[src/rtl/midi_rx_if.sv]
// midi_rx_if: serial line in, received byte/strobes out
interface midi_rx_if;
  logic       midi_in;
  logic [7:0] rx_data;
  logic       rx_valid;
  logic       rx_status;
  logic       rx_ferr;
  logic       rx_busy;
  modport master (input midi_in, output rx_data, rx_valid, rx_status, rx_ferr, rx_busy);
  modport slave  (output midi_in, input rx_data, rx_valid, rx_status, rx_ferr, rx_busy);
endinterface

[src/rtl/midi_rx.sv]
// midi_rx: 31250 baud 8N1 receiver with start/stop validation and break hold-off
module midi_rx #(
  parameter int CLKS_PER_BIT = 256
) (
  input logic       clk,
  input logic       nreset,
  midi_rx_if.master bus
);
  localparam int CW = $clog2(CLKS_PER_BIT);
  localparam logic [CW-1:0] HALF = CW'(CLKS_PER_BIT / 2 - 1);
  localparam logic [CW-1:0] LAST = CW'(CLKS_PER_BIT - 1);
  typedef enum logic [2:0] {IDLE, START, DATA, STOP, BRK} state_t;
  state_t        state_q, state_d;
  logic [1:0]    sync_q, sync_d;
  logic [CW-1:0] cnt_q, cnt_d;
  logic [2:0]    idx_q, idx_d;
  logic [7:0]    sh_q, sh_d, data_q, data_d;
  logic          valid_q, valid_d, ferr_q, ferr_d, rxs;
  always_comb begin
    rxs     = sync_q[1];
    sync_d  = {sync_q[0], bus.midi_in};
    state_d = state_q;
    cnt_d   = cnt_q + 1'b1;
    idx_d   = idx_q;
    sh_d    = sh_q;
    data_d  = data_q;
    valid_d = 1'b0;
    ferr_d  = 1'b0;
    case (state_q)
      IDLE: begin
        cnt_d = '0;
        if (!rxs) state_d = START;
      end
      START: if (cnt_q == HALF) begin
        cnt_d   = '0;
        idx_d   = '0;
        state_d = rxs ? IDLE : DATA;
      end
      DATA: if (cnt_q == LAST) begin
        cnt_d = '0;
        sh_d  = {rxs, sh_q[7:1]};
        idx_d = idx_q + 1'b1;
        if (idx_q == 3'd7) state_d = STOP;
      end
      STOP: if (cnt_q == LAST) begin
        cnt_d   = '0;
        data_d  = rxs ? sh_q : data_q;
        valid_d = rxs;
        ferr_d  = !rxs;
        state_d = rxs ? IDLE : BRK;
      end
      BRK: begin
        // a held-low line must go high before another start bit is accepted
        cnt_d = '0;
        if (rxs) state_d = IDLE;
      end
      default: state_d = IDLE;
    endcase
  end
  always_ff @(posedge clk or negedge nreset) begin
    if (!nreset) begin
      state_q <= IDLE;
      sync_q  <= 2'b11;
      cnt_q   <= '0;
      idx_q   <= '0;
      sh_q    <= '0;
      data_q  <= '0;
      valid_q <= 1'b0;
      ferr_q  <= 1'b0;
    end else begin
      state_q <= state_d;
      sync_q  <= sync_d;
      cnt_q   <= cnt_d;
      idx_q   <= idx_d;
      sh_q    <= sh_d;
      data_q  <= data_d;
      valid_q <= valid_d;
      ferr_q  <= ferr_d;
    end
  end
  assign bus.rx_data   = data_q;
  assign bus.rx_status = data_q[7];
  assign bus.rx_valid  = valid_q;
  assign bus.rx_ferr   = ferr_q;
  assign bus.rx_busy   = state_q != IDLE;
endmodule
[src/flat_wrapper.sv]
// flat-port wrapper written by rule: the top's interface ports become plain ports
module midi_rx_flat 
#(
  parameter int CLKS_PER_BIT = 256
)
  (clk, nreset, bus_midi_in, bus_rx_data, bus_rx_valid, bus_rx_status, bus_rx_ferr, bus_rx_busy);
  midi_rx_if bus_i ();
  input logic clk;
  input logic nreset;
  input wire logic [$bits(bus_i.midi_in)-1:0] bus_midi_in;
  output wire logic [$bits(bus_i.rx_data)-1:0] bus_rx_data;
  output wire logic [$bits(bus_i.rx_valid)-1:0] bus_rx_valid;
  output wire logic [$bits(bus_i.rx_status)-1:0] bus_rx_status;
  output wire logic [$bits(bus_i.rx_ferr)-1:0] bus_rx_ferr;
  output wire logic [$bits(bus_i.rx_busy)-1:0] bus_rx_busy;
  assign bus_i.midi_in = bus_midi_in;
  assign bus_rx_data = bus_i.rx_data;
  assign bus_rx_valid = bus_i.rx_valid;
  assign bus_rx_status = bus_i.rx_status;
  assign bus_rx_ferr = bus_i.rx_ferr;
  assign bus_rx_busy = bus_i.rx_busy;
  midi_rx #(.CLKS_PER_BIT(CLKS_PER_BIT)) u_core (.clk(clk), .nreset(nreset), .bus(bus_i));
endmodule
[config.mk]
export PLATFORM = sky130hd
export DESIGN_NAME = midi_rx_flat
export DESIGN_NICKNAME = d
export VERILOG_FILES = /design/src/rtl/midi_rx_if.sv /design/src/rtl/midi_rx.sv /design/src/flat_wrapper.sv
export SDC_FILE = /design/constraint.sdc
export NUM_CORES = 1
export LEC_CHECK = 0
export ABC_AREA = 1
export CORE_MARGIN = 8
export CORE_UTILIZATION = 45
export DETAILED_ROUTE_END_ITERATION = 6
export GPL_ROUTABILITY_DRIVEN = 0
export GPL_TIMING_DRIVEN = 0
export PLACE_DENSITY = 0.71
export RECOVER_POWER = 50
export SETUP_SLACK_MARGIN = 0.05
export SLEW_MARGIN = 20
export SYNTH_ARGS = -nofsm -noshare
export SYNTH_HDL_FRONTEND = slang
export SYNTH_SLANG_ARGS = --single-unit
export TNS_END_PERCENT = 100
[constraint.sdc]
create_clock -name clk -period 2.19 [get_ports clk]
set_clock_uncertainty 0.2 [all_clocks]
set_input_delay 0.438 -clock clk [delete_from_list [all_inputs] [get_ports clk]]
set_output_delay 0.438 -clock clk [all_outputs]
set_load 0.01 [all_outputs]
* After elaboration in Yosys (flattened, before gate mapping)
Cells that the tools add are included.
Operators by class: add/subtract/negate cells 2, muxes and demuxes 19, reduce and logical (&&, ||, !) cells 10, eq/ne operators 13
Operators with widths (count):
- two-way mux 3 bit | 9
- case mux 8 bit (3 select lines) | 1
- two-way mux 8 bit | 2
- case mux 3 bit (5 select lines) | 1
- != test 2 x 1 -> 1 bit, second input constant | 5
- adder 8 x 1 -> 8 bit, second input constant | 1
- == test 8 x 7 -> 1 bit, second input constant | 1
- == test 8 bit, second input constant | 1
- == test 3 x 2 -> 1 bit, second input constant | 2
- == test 3 bit, second input constant | 2
- case mux 3 bit (2 select lines) | 1
- AND reduction 3 bit | 2
- AND reduction 6 bit | 1
- two-way mux 1 bit | 4
- OR reduction 2 bit | 2
- adder 3 x 1 -> 3 bit, second input constant | 1
- == test 3 x 1 -> 1 bit, second input constant | 1
- logical NOT 3 bit | 1
- nonzero test 3 bit | 1
- two-way mux 2 bit | 1
- != test 2 bit, second input constant | 1
- AND reduction 2 bit | 1
- nonzero test 2 bit | 1
- logical NOT 1 bit | 1
Storage, ports and cells: bits in registers 34, input bits 3, output and inout bits 12

* Depth between registers and ports, before layout
Gate-level depths: netlist of the first run.
depth after elaboration 4, gate-level depth with buffers 10, gate-level depth less buffers 10

* Worst setup path after synthesis of the first run
OpenSTA, ideal clock, no wires.
path type reg-to-reg, start reg u_core.cnt_q[0], end reg u_core.data_q[1] (netlist: u_core.bus.rx_data[1]), buffers on the path 1, cell stages (with the launch flop) 10, arrival time 1.253 ns, library setup time 0.118 ns, setup slack 0.619 ns, cell sequence dfrtp_1 > ha_1 > nand2_2 > nor2_4 > nand2_4 > inv_2 > nand2_2 > buf_6 > nand2_2 > o21ai_2
On the way: longest elaborated chain between the ends 2
Ends and longest elaborated chain:
- from (decl) | RTL line midi_rx.sv:15 | logic [CW-1:0] cnt_q, cnt_d;
- from (signal assigned) | RTL line midi_rx.sv:73 | cnt_q <= cnt_d;
- == test 8 bit | RTL line midi_rx.sv:45 | STOP: if (cnt_q == LAST) begin
- AND reduction 3 bit (no source line)
- to (signal assigned) | RTL line midi_rx.sv:76 | data_q <= data_d;
- to (decl) | RTL line midi_rx.sv:17 | logic [7:0] sh_q, sh_d, data_q, data_d;
No other way between the ends. A chain may end at the register's enable or synchronous reset.

* Worst setup path after layout of the first run
start reg u_core.data_q[7] (netlist: u_core.bus.rx_data[7]), end out bus_rx_data[7]
RTL lines:
- to (decl) | RTL line flat_wrapper.sv:11 | output wire logic [$bits(bus_i.rx_data)-1:0] bus_rx_data;
No word-level cell between the ends.

==> results of run 1 <==
## layout make-up
type                            count  share of cell area [%]
Tap cell                           46                    3.03
Inverter                           22                    4.35
Sequential cell                    34                    45.1
Buffer                              3                    1.39
Multi-Input combinational cell    116                    33.6
Clock inverter                      2                   0.660
Timing Repair Buffer               19                    9.17
Clock buffer                        6                    2.70
## cell families (layout without fill, tap and decap cells)
family	count (synthesis)	after routing
flops	34	34
fa+ha+maj	3	3
simple gates	90	90
compound gates	21	21
xor+xnor	2	2
buf+inv	25	52
## cells in the mapped netlist, drive strengths merged
cell type | instances | area share [%]
nand3 | 9 | 4.2
o21bai | 1 | 0.47
clkinv | 1 | 0.23
o21ai | 19 | 7.6
buf | 3 | 1.6
dfrtp | 32 | 50
nand4 | 1 | 0.39
xnor2 | 1 | 0.55
or2 | 1 | 0.39
xor2 | 1 | 0.55
a21oi | 1 | 0.31
ha | 3 | 2.3
inv | 21 | 4.9
nor2 | 20 | 7.4
nand3b | 1 | 0.47
nand2 | 57 | 15
dfstp | 2 | 3.3
nor3 | 1 | 0.31
## path summary, 6_finish.rpt
path / depth (start not counted) / end / slack [ns] / startpoint
max: 2 / bus_rx_data[7] / 0.18 / u_core.bus.rx_data[7]$_DFFE_PN0P_
min: 0 / u_core.sync_q[1]$_DFF_PN1_ / 0.16 / u_core.sync_q[0]$_DFF_PN1_
max reg2reg: 9 / u_core.bus.rx_data[7]$_DFFE_PN0P_ / 0.25 / u_core.cnt_q[0]$_DFF_PN0_
min reg2reg: 0 / u_core.sync_q[1]$_DFF_PN1_ / 0.16 / u_core.sync_q[0]$_DFF_PN1_
max in group asynchronous: 3 / u_core.state_q[0]$_DFFE_PN0P_ / 0.32 / nreset
min in group asynchronous: 2 / u_core.bus.rx_valid$_DFF_PN0_ / 0.45 / nreset
## routing by layer
metal  global-route usage (%)  up-vias
met4                     5.33        0
met2                     21.8       15
met3                     3.82        5
li1                         -      598
met5                        0        -
met1                     13.0      547
## flip-flops by register name, summed over array words and instances, names as in the netlist
register and flops:
u_core.sh_q 8, u_core.bus.rx_data 8, u_core.sync_q 2, u_core.idx_q 3, u_core.cnt_q 8, u_core.state_q 3, u_core.bus.rx_ferr 1, u_core.bus.rx_valid 1
## through the flow
stage                     power, mW  worst slack [ns]  hold slack [ns]
final                          1.01             0.184            0.162
after detailed placement      0.669             0.258            0.149
after global routing           1.06             0.105            0.171
after floorplan               0.646             0.619          -0.0576
after global placement        0.663            -0.190            0.146
after CTS                      1.04            0.0748            0.164
## repair_timing
| action | 4_1_cts | 5_1_grt |
|---|---|---|
| setup buffers | 3 | 0 |
| gates cloned | 0 | 0 |
| endpoints found under the setup margin | 1 | 1 |
| resized for setup | 3 | 2 |
| hold buffers | 1 | 0 |
| endpoints found under the hold margin | 11 | 0 |
## worst max-delay path, stage by stage (launching register included)
cell and delay (ns):
dfrtp_1 0.40, buf_4 0.12, clkdlybuf4s50_1 0.52
## report_power, final
part / internal [mW] / switching, mW
clock: 0.154 / 0.206
sequential: 0.631 / 0.00178
combinational: 0.00396 / 0.0141
total: 0.789 / 0.222
==> out/results.env, run 1 <==
RUN_STATUS='finished, final reports clean'
NUMBER_OF_SINKS_DRIVEN_BY_THE_CLOCK_TREE=34
GRT_USAGE_PCT=12.2
ACHIEVABLE-FREQUENCY_MHz=498
FIN_CRIT_SHARE_PCT=91.6
MULTI_INPUT_AREA_SQ_UM=637
TRITONCTS.NUM_BUFFERS=5
FINAL_CELL_AREA_SQ_UM=1900
HIGHEST_LAYER='met4'
RSZ0062_AT_GRT='no'
MET3_WIRELENGTH_MICRONS=122
MIN_DELAY_WORST_TYPE='flop to flop'
GRT_ANTENNA_BEFORE_REPAIR=0
HPWL_MM=2.15
FINAL_PERIOD_MINUS_WORST_SETUP_SLACK_NS=2.01
COMMONEST_NON_FILL_NON_TAP_CELLS_IN_THE_LAYOUT='nand2_1 (51), dfrtp_1 (30), inv_1 (16), nor2_1 (13), clkdlybuf4s50_1 (11)'
VIAS_PER_CELL=4.70
SIMPLE_GATE_AREA_SHARE_OF_THE_YOSYS_NETLIST_PCT=28.1
DRC_ERRORS=0
WORST_SLEW_PIN_SLEW_NS=0.662
ANT_NETS=0
FILLER_CELL_COUNT=307
FIRST_GLOBAL_VIAS=1246
TIMING.MAX_SLEW.REL_SLACK_PCT=55.8
TIMING.FINAL.HOLD_VIOLATIONS=0
POST_LAYOUT_NONFILLER_INSTANCES=248
SYNTH.YOSYS.WARNINGS=0
FLOORPLAN.DIE.HEIGHT_MICRONS=75.7
IO-PIN-COUNT=15
SETUP_TOTAL_NEGATIVE_SLACK_NS=0
FINAL_COUNT_OF_PINS_VIOLATING_MAX_SLEW=0
POSTSYNTHREGISTERBITS=34
ROUTE.FINAL.WIRE_LENGTH_MM=2.91
CTS-ROOT-BUF='clkbuf_4'
VIA_COUNT=1165
FP-ROW-COUNT=21
SYNTH_COMPOUND_AREA_SHARE_PCT=8.36
YOSYSUNIQUECELLTYPES=29
FINAL_CORE_UTIL_PCT=56.0
MOSTFREQUENTLAYOUTCELL='nand2_1'
CP_MAX_FO=3
POST_SYNTH_XOR_AREA_FRACTION_PCT=1.09
TIMING.CRITICAL_PATH.REQUIRED_NS=1.55
WORST_EP_ARRIVAL_TIME_NS=1.37
INITIAL_CORE_UTIL_PCT=47.2
SYNTH_ADDER_AREA_SHARE_PCT=2.34
DIE_AREA_SQ_UM=5720
DRT-MET1-WL_MM=1.31
CORE_SQ_UM=3390
SYNTHESIS.AREA_SQ_UM=1600
PLACED_CELLS=236
TIMING_WORST_SETUP_PATH_TYPE='flop to output pin'
ANTENNA_CELLS_INSERTED=0
POST_ROUTE_CELLS_DRIVE_ABOVE_1_SHARE_PCT=23.3
CRIT_START_CATEGORY='flop'
GRT_PASS1_WL_MM=5.31
FINAL_SETUP_VIOLATION_COUNT=0
FLOORPLAN.DIE.WIDTH_MICRONS=75.7
GRT_MAX_DEGREE=24
SYNTH_MUX_AREA_SHARE_PCT=0
YOSYSSEQAREASHARE_PCT=53.3
PLACE.PORT_BUFFERS=14
GLOBALROUTEOVERFLOWTOTAL=0
POST_SYNTH_INST_COUNT=175
DR_WL_MET2_MM=1.43
POSTSYNTHAREAPERCELL_SQ_UM=9.15
DRT-INITIAL-DRC-COUNT=32
SYNTHESIS.NETS=181
ROUTE.DETAILED.WL_PER_INST_MICRONS=11.7
CLKSLEWWORSTSETUPHOLDPATHS_NS=0.10
VDD.IR_DROP.WORST_V=0.000365
CTS_BUFFER_DEPTH=2
CTS_TREE='built'
DPL-INSTANCE-AREA_SQ_UM=1820
DESIGN.FINAL.NETS=207
SEQ_AREA_SQ_UM=856
LAYOUT-AREA-OVERHEAD-VS-SYNTH_PCT=18.4
TIMING.CRITICAL_PATH.TO_TYPE='output pin'
INSERTION_DELAY_NS=0.32
DETAIL_ROUTE.FIRST_PASS.ITERATIONS=4
MAIN_COMBINATIONAL_CELL_FAMILY_BY_AREA_AFTER_SYNTHESIS='simple AND/OR/NAND/NOR gates'
CTS_MAX_LEVEL=2
LEAKAGEPOWER_nW=0.993
CELLPOWERDENSITY_nW_PER_UM2=533
MAXCAPVIOLCOUNT=0
Power figures use the tool's default switching activity.
==> run 2, diff against run 1 <==
Settings changed: CORE_ASPECT_RATIO set to 0.7, CORE_UTILIZATION 45 to 56, PLACE_DENSITY 0.71 to 0.84.
==> out/results.env, run 2 (same netlist as run 1, synthesis figures left out) <==
VDD.IR_DROP.WORST_V=0.000391  # +7.2%
FP-ROW-COUNT=16  # -24%
R2R_START='u_core.cnt_q[0]$_DFF_PN0_'
REGTOREGENDPOINT='u_core.bus.rx_data[7]$_DFFE_PN0P_'
CRIT_FAMILY='buffers and inverters'
FIRST_GLOBAL_VIAS=1166  # -6.4%
FIN_CRIT_SHARE_PCT=92.8  # +1.2 points
POST_ROUTE_CELLS_DRIVE_ABOVE_1_SHARE_PCT=21.6  # -1.7 points
FINAL_PERIOD_MINUS_WORST_SETUP_SLACK_NS=2.03  # +0.0254 ns
MOSTFREQUENTLAYOUTCELL='nand2_1'
PLACE.PORT_BUFFERS=14  # unchanged
ACHIEVABLE-FREQUENCY_MHz=492  # -1.2%
FLOORPLAN.DIE.HEIGHT_MICRONS=60.7  # -20%
DETAIL_ROUTE.FIRST_PASS.ITERATIONS=4  # unchanged
ANTENNA_CELLS_INSERTED=0  # unchanged
GRT_PASS1_WL_MM=4.94  # -7.0%
LAYOUT_SETUP_WS_NS=0.158  # -0.0254 ns
CRIT_CHAIN='nor2_4 > nand2_1 > clkdlybuf4s50_1'
GRT_MAX_DEGREE=35  # +46%
HPWL_MM=2.09  # -2.5%
FINAL_COUNT_OF_PINS_VIOLATING_MAX_SLEW=0  # unchanged
DRC_ERRORS=0  # unchanged
CTS_TREE='built'
CORE_SQ_UM=2760  # -18%
GRT_USAGE_PCT=13.2  # +0.91 points
TRITONCTS.NUM_BUFFERS=5  # unchanged
COMMONEST_NON_FILL_NON_TAP_CELLS_IN_THE_LAYOUT='nand2_1 (51), dfrtp_1 (30), inv_1 (17), nor2_1 (13), clkdlybuf4s50_1 (12)'
MIN_DELAY_WORST_TYPE='input port to asynchronous set/reset pin'
DIE_AREA_SQ_UM=4850  # -15%
CRITICAL_PATH.N_BUFFERS_INVERTERS=1  # -1
CTS_BUFFER_DEPTH=2  # unchanged
DRT-INITIAL-DRC-COUNT=60  # +88%
TIMING.MAX_SLEW.REL_SLACK_PCT=46.3  # -9.5 points
RSZ0062_AT_GRT='no'
ROUTE.FINAL.WIRE_LENGTH_MM=2.80  # -3.7%
CELLPOWERDENSITY_nW_PER_UM2=628  # +18%
TIMING_WORST_SETUP_PATH_TYPE='flop to output pin'
INSERTION_DELAY_NS=0.28  # -0.04 ns
GRT_ANTENNA_BEFORE_REPAIR=0  # unchanged
VIAS_PER_CELL=4.97  # +5.7%
REG2REG_SETUP_SLACK_NS=0.28  # +0.03 ns
CTS_MAX_LEVEL=2  # unchanged
TIMING.FINAL.HOLD_VIOLATIONS=0  # unchanged
DPL-INSTANCE-AREA_SQ_UM=1780  # -2.2%
CLKSLEWWORSTSETUPHOLDPATHS_NS=0.07  # -0.03 ns
INITIAL_CORE_UTIL_PCT=58.0  # +11 points
FILLER_CELL_COUNT=208  # -32%
NUMBER_OF_SINKS_DRIVEN_BY_THE_CLOCK_TREE=34  # unchanged
FLOORPLAN.DIE.WIDTH_MICRONS=79.9  # +5.6%
TIMING.CRITICAL_PATH.REQUIRED_NS=1.55  # about the same
RUN_STATUS='finished, final reports clean'
TIMING.CRITICAL_PATH.TO_TYPE='output pin'
PLACE_WORST_SETUP_SLACK_NS=0.256  # -0.00254 ns
SLOWEST_DELAY_NS=0.47  # -0.05 ns
DESIGN.FINAL.NETS=204  # -1.4%
ANT_NETS=0  # unchanged
ROUTE.DETAILED.WL_PER_INST_MICRONS=11.9  # +1.7%
CELL_COUNT_OF_THE_WORST_REG_TO_REG_PATH=9  # unchanged
VIA_COUNT=1167  # +0.17%
MAXCAPVIOLCOUNT=0  # unchanged
WORST_SLEW_PIN_SLEW_NS=0.805  # +0.143 ns
CRITICAL_PATH.SLOWEST_CELL='clkdlybuf4s50_1'
CRIT_START_CATEGORY='flop'
WORST_EP_ARRIVAL_TIME_NS=1.39  # +0.02 ns
LEAKAGEPOWER_nW=1.00  # +1.0%
FINAL_SETUP_VIOLATION_COUNT=0  # unchanged
CTS-ROOT-BUF='clkbuf_8'
GLOBALROUTEOVERFLOWTOTAL=0  # unchanged
CP_MAX_FO=4  # +1
LAYOUT-AREA-OVERHEAD-VS-SYNTH_PCT=18.8
FINAL_CELL_AREA_SQ_UM=1900  # +0.33%
IO-PIN-COUNT=15  # unchanged
CTS-HOLD-FIX-BUFFERS=0  # -1
run 2: where the power goes:
part           leakage (nW)  switching (mW)  total, mW  internal, mW
combinational         0.500          0.0131     0.0155       0.00242
clock                0.0524           0.206      0.546         0.340
sequential            0.451         0.00178      0.633         0.632
run 2: cell type report:
cell class	instances	area, sq um	area share [%]
clock inverter	1	30.0	1.58
buffer	3	26.3	1.38
clock buffer	7	76.3	4.01
timing repair buffer	16	150	7.89
inverter	22	82.6	4.34
sequential	34	856	45.0
tap	36	45.0	2.37
multi-input combinational	116	637	33.5
run 2: how the worst max path moves through the flow:
stage	startpoint	to	slack, ns	cells after the start
6_report	u_core.state_q[1]$_DFFE_PN0P_	bus_rx_busy	0.16	3
5_1_grt	u_core.state_q[2]$_DFFE_PN0P_	bus_rx_busy	0.1	3
4_1_cts	u_core.state_q[0]$_DFFE_PN0P_	bus_rx_busy	0.06	3
3_5_place_dp	u_core.state_q[1]$_DFFE_PN0P_	bus_rx_busy	0.26	3
3_3_place_gp	nreset	u_core.bus.rx_valid$_DFF_PN0_	-0.14	1
2_1_floorplan	u_core.cnt_q[0]$_DFF_PN0_	u_core.bus.rx_data[1]$_DFFE_PN0P_	0.62	9
run 2: layer usage:
| layer | wire (microns) | part of all wire, % | global-route usage [%] | up-vias |
|---|---|---|---|---|
| met1 | 1350 | 48 | 15.1 | 555 |
| met3 | 99 | 3.5 | 4.59 | 6 |
| li1 | - | - | - | 591 |
| met5 | 0 | 0 | 0 | - |
| met4 | 41 | 1.5 | 5.41 | 0 |
| met2 | 1310 | 47 | 22.2 | 15 |
run 2: what timing repair did:
action | in CTS | in global routing
setup endpoints to repair | 1 | 1
pin swaps | 0 | 0
setup buffers | 1 | 1
gates resized for setup | 2 | 2
run 2: per-stage QoR:
stage / instances / util [%] / TNS [ns] / total power, mW / hold WS (ns)
2_1_floorplan: 175 / - / 0 / 0.646 / -0.0576
3_3_place_gp: 225 / 64.7 / -4.39 / 0.662 / 0.147
3_5_place_dp: 225 / 64.5 / 0 / 0.662 / 0.148
4_1_cts: 234 / 68.8 / 0 / 1.21 / 0.0441
5_1_grt: 235 / 68.9 / 0 / 1.24 / 0.117
6_report: 235 / 68.9 / 0 / 1.20 / 0.0412
run 2: worst reg2reg max path, cell delays in order, from the launching register on:
cell and delay, ns:
dfrtp_1 0.39, ha_1 0.21, nand2_2 0.07, nor2_1 0.31
nand2_4 0.14, inv_2 0.09, nand2_2 0.11, buf_6 0.18
nand2_2 0.06, o21ai_2 0.04
==> run 3, diff against run 2 <==
Settings changed: CORE_ASPECT_RATIO 0.7 to 0.9, GPL_TIMING_DRIVEN 0 to not set.
==> out/results.env, run 3 (same netlist as run 1, synthesis figures left out) <==
RUN_STATUS='finished, final reports clean'
LAYOUT-AREA-OVERHEAD-VS-SYNTH_PCT=15.4
GRT_ANTENNA_BEFORE_REPAIR=0  # unchanged
CRIT_CHAIN='clkdlybuf4s50_1'
CRITICAL_PATH.N_BUFFERS_INVERTERS=1  # unchanged
TIMING_WORST_SETUP_PATH_TYPE='flop to output pin'
VIA_COUNT=1162  # -0.43%
GRT_MAX_DEGREE=35  # unchanged
FLOORPLAN.DIE.WIDTH_MICRONS=72.4  # -9.4%
TRITONCTS.NUM_BUFFERS=5  # unchanged
CRIT_FAMILY='buffers and inverters'
TIMING.FINAL.HOLD_VIOLATIONS=0  # unchanged
CTS_MAX_LEVEL=2  # unchanged
FP-ROW-COUNT=18  # +2
CRIT_START_CATEGORY='flop'
CLKSLEWWORSTSETUPHOLDPATHS_NS=0.10  # +0.03 ns
COMMONEST_NON_FILL_NON_TAP_CELLS_IN_THE_LAYOUT='nand2_1 (51), dfrtp_1 (30), inv_1 (17), nor2_1 (13), clkdlybuf4s50_1 (11)'
CELLPOWERDENSITY_nW_PER_UM2=546  # -13%
FINAL_CELL_AREA_SQ_UM=1850  # -2.9%
VIAS_PER_CELL=4.90  # -1.3%
POST_ROUTE_CELLS_DRIVE_ABOVE_1_SHARE_PCT=20.8  # -0.80 points
INITIAL_CORE_UTIL_PCT=58.8  # +0.80 points
ROUTE.DETAILED.WL_PER_INST_MICRONS=12.2  # +2.1%
MIN_DELAY_WORST_TYPE='flop to flop'
DRT-INITIAL-DRC-COUNT=85  # +42%
POST_LAYOUT_NONFILLER_INSTANCES=237  # +0.85%
HPWL_MM=2.04  # -2.3%
FLOORPLAN.DIE.HEIGHT_MICRONS=66.7  # +9.9%
WORST_SLEW_PIN_SLEW_NS=0.818  # +0.0130 ns
GRT_USAGE_PCT=13.5  # +0.38 points
FIN_CRIT_SHARE_PCT=88.1  # -4.7 points
PLACED_CELLS=227  # +0.89%
TIMING.CRITICAL_PATH.REQUIRED_NS=1.55  # about the same
MOSTFREQUENTLAYOUTCELL='nand2_1'
ANT_NETS=0  # unchanged
SETUP_TOTAL_NEGATIVE_SLACK_NS=0  # unchanged
MAXCAPVIOLCOUNT=0  # unchanged
DIE_AREA_SQ_UM=4830  # -0.52%
FIRST_GLOBAL_VIAS=1144  # -1.9%
TIMING.CRITICAL_PATH.TO_TYPE='output pin'
DRC_ERRORS=0  # unchanged
WORST_EP_ARRIVAL_TIME_NS=1.29  # -0.10 ns
PLACE.PORT_BUFFERS=14  # unchanged
POWER_mW=1.01  # -16%
CTS-ROOT-BUF='clkbuf_4'
TIMING.MAX_SLEW.REL_SLACK_PCT=45.4  # -0.86 points
NUMBER_OF_SINKS_DRIVEN_BY_THE_CLOCK_TREE=34  # unchanged
CTS_BUFFER_DEPTH=2  # unchanged
ANTENNA_CELLS_INSERTED=0  # unchanged
FINAL_COUNT_OF_PINS_VIOLATING_MAX_SLEW=0  # unchanged
CTS_TREE='built'
ACHIEVABLE-FREQUENCY_MHz=518  # +5.3%
VDD.IR_DROP.WORST_V=0.000405  # +3.5%
RSZ0062_AT_GRT='no'
FINAL_SETUP_VIOLATION_COUNT=0  # unchanged
GRT_PASS1_WL_MM=4.94  # unchanged
FINAL_PERIOD_MINUS_WORST_SETUP_SLACK_NS=1.93  # -0.102 ns
INSERTION_DELAY_NS=0.34  # +0.06 ns
DETAIL_ROUTE.FIRST_PASS.ITERATIONS=4  # unchanged
IO-PIN-COUNT=15  # unchanged
DESIGN.FINAL.NETS=202  # -0.98%
DPL-INSTANCE-AREA_SQ_UM=1770  # -0.49%
CP_MAX_FO=3  # -1
ROUTE.FINAL.WIRE_LENGTH_MM=2.89  # +3.0%
SLOWEST_DELAY_NS=0.56  # +0.09 ns
LEAKAGEPOWER_nW=0.973  # -3.0%
GLOBALROUTEOVERFLOWTOTAL=0  # unchanged
CORE_SQ_UM=2730  # -1.4%
CRITICAL_PATH.SLOWEST_CELL='clkdlybuf4s50_1'
-- run 3: final timing paths --
| kind | cells past startpoint | from | slack, ns | to |
|---|---|---|---|---|
| max | 1 | u_core.bus.rx_data[7]$_DFFE_PN0P_ | 0.26 | bus_rx_status |
| min | 0 | u_core.sync_q[0]$_DFF_PN1_ | 0.17 | u_core.sync_q[1]$_DFF_PN1_ |
| min reg2reg | 0 | u_core.sync_q[0]$_DFF_PN1_ | 0.17 | u_core.sync_q[1]$_DFF_PN1_ |
| max in group asynchronous | 2 | nreset | 0.72 | u_core.state_q[0]$_DFFE_PN0P_ |
| max reg2reg | 8 | u_core.cnt_q[0]$_DFF_PN0_ | 0.27 | u_core.bus.rx_data[6]$_DFFE_PN0P_ |
| min in group asynchronous | 2 | nreset | 0.51 | u_core.bus.rx_ferr$_DFF_PN0_ |
-- run 3: timing repair --
action,CTS,global route
cloned,0,0
hold endpoints to repair,0,0
hold buffers,0,0
resized for setup,4,1
buffers inserted,2,0
endpoints found under the setup margin,1,1
pin swaps,0,0
-- run 3: area by class of cell --
type | count | area, sq um
multi-input cells | 116 | 637
clock buffers | 7 | 55.1
inverters | 22 | 82.6
repair buffers | 17 | 163
well taps | 40 | 50.0
flip-flops and latches | 34 | 856
fillers | 213 | 877
clock inverters | 1 | 5.00
-- run 3: metal layers --
layer	vias up	track usage (%)	routed length (microns)
met3	9	4.80	147
met5	-	0	0
met1	540	14.4	1270
met4	0	9.48	74
li1	590	-	-
met2	23	22.2	1400
-- run 3: per-stage QoR --
step / hold WS (ns) / utilization, % / setup slack, ns
after global routing: 0.174 / 67.8 / 0.126
after floorplan: -0.0576 / - / 0.619
after global placement: 0.146 / 65.1 / 0.320
after CTS: 0.165 / 68.1 / 0.0589
after detailed placement: 0.151 / 65.1 / 0.303
final: 0.165 / 67.8 / 0.261
-- run 3: power by group --
part	internal (mW)	switching, mW	total, mW
Combinational	0.00357	0.0135	0.0171
Sequential	0.631	0.00183	0.633
Clock	0.155	0.203	0.358
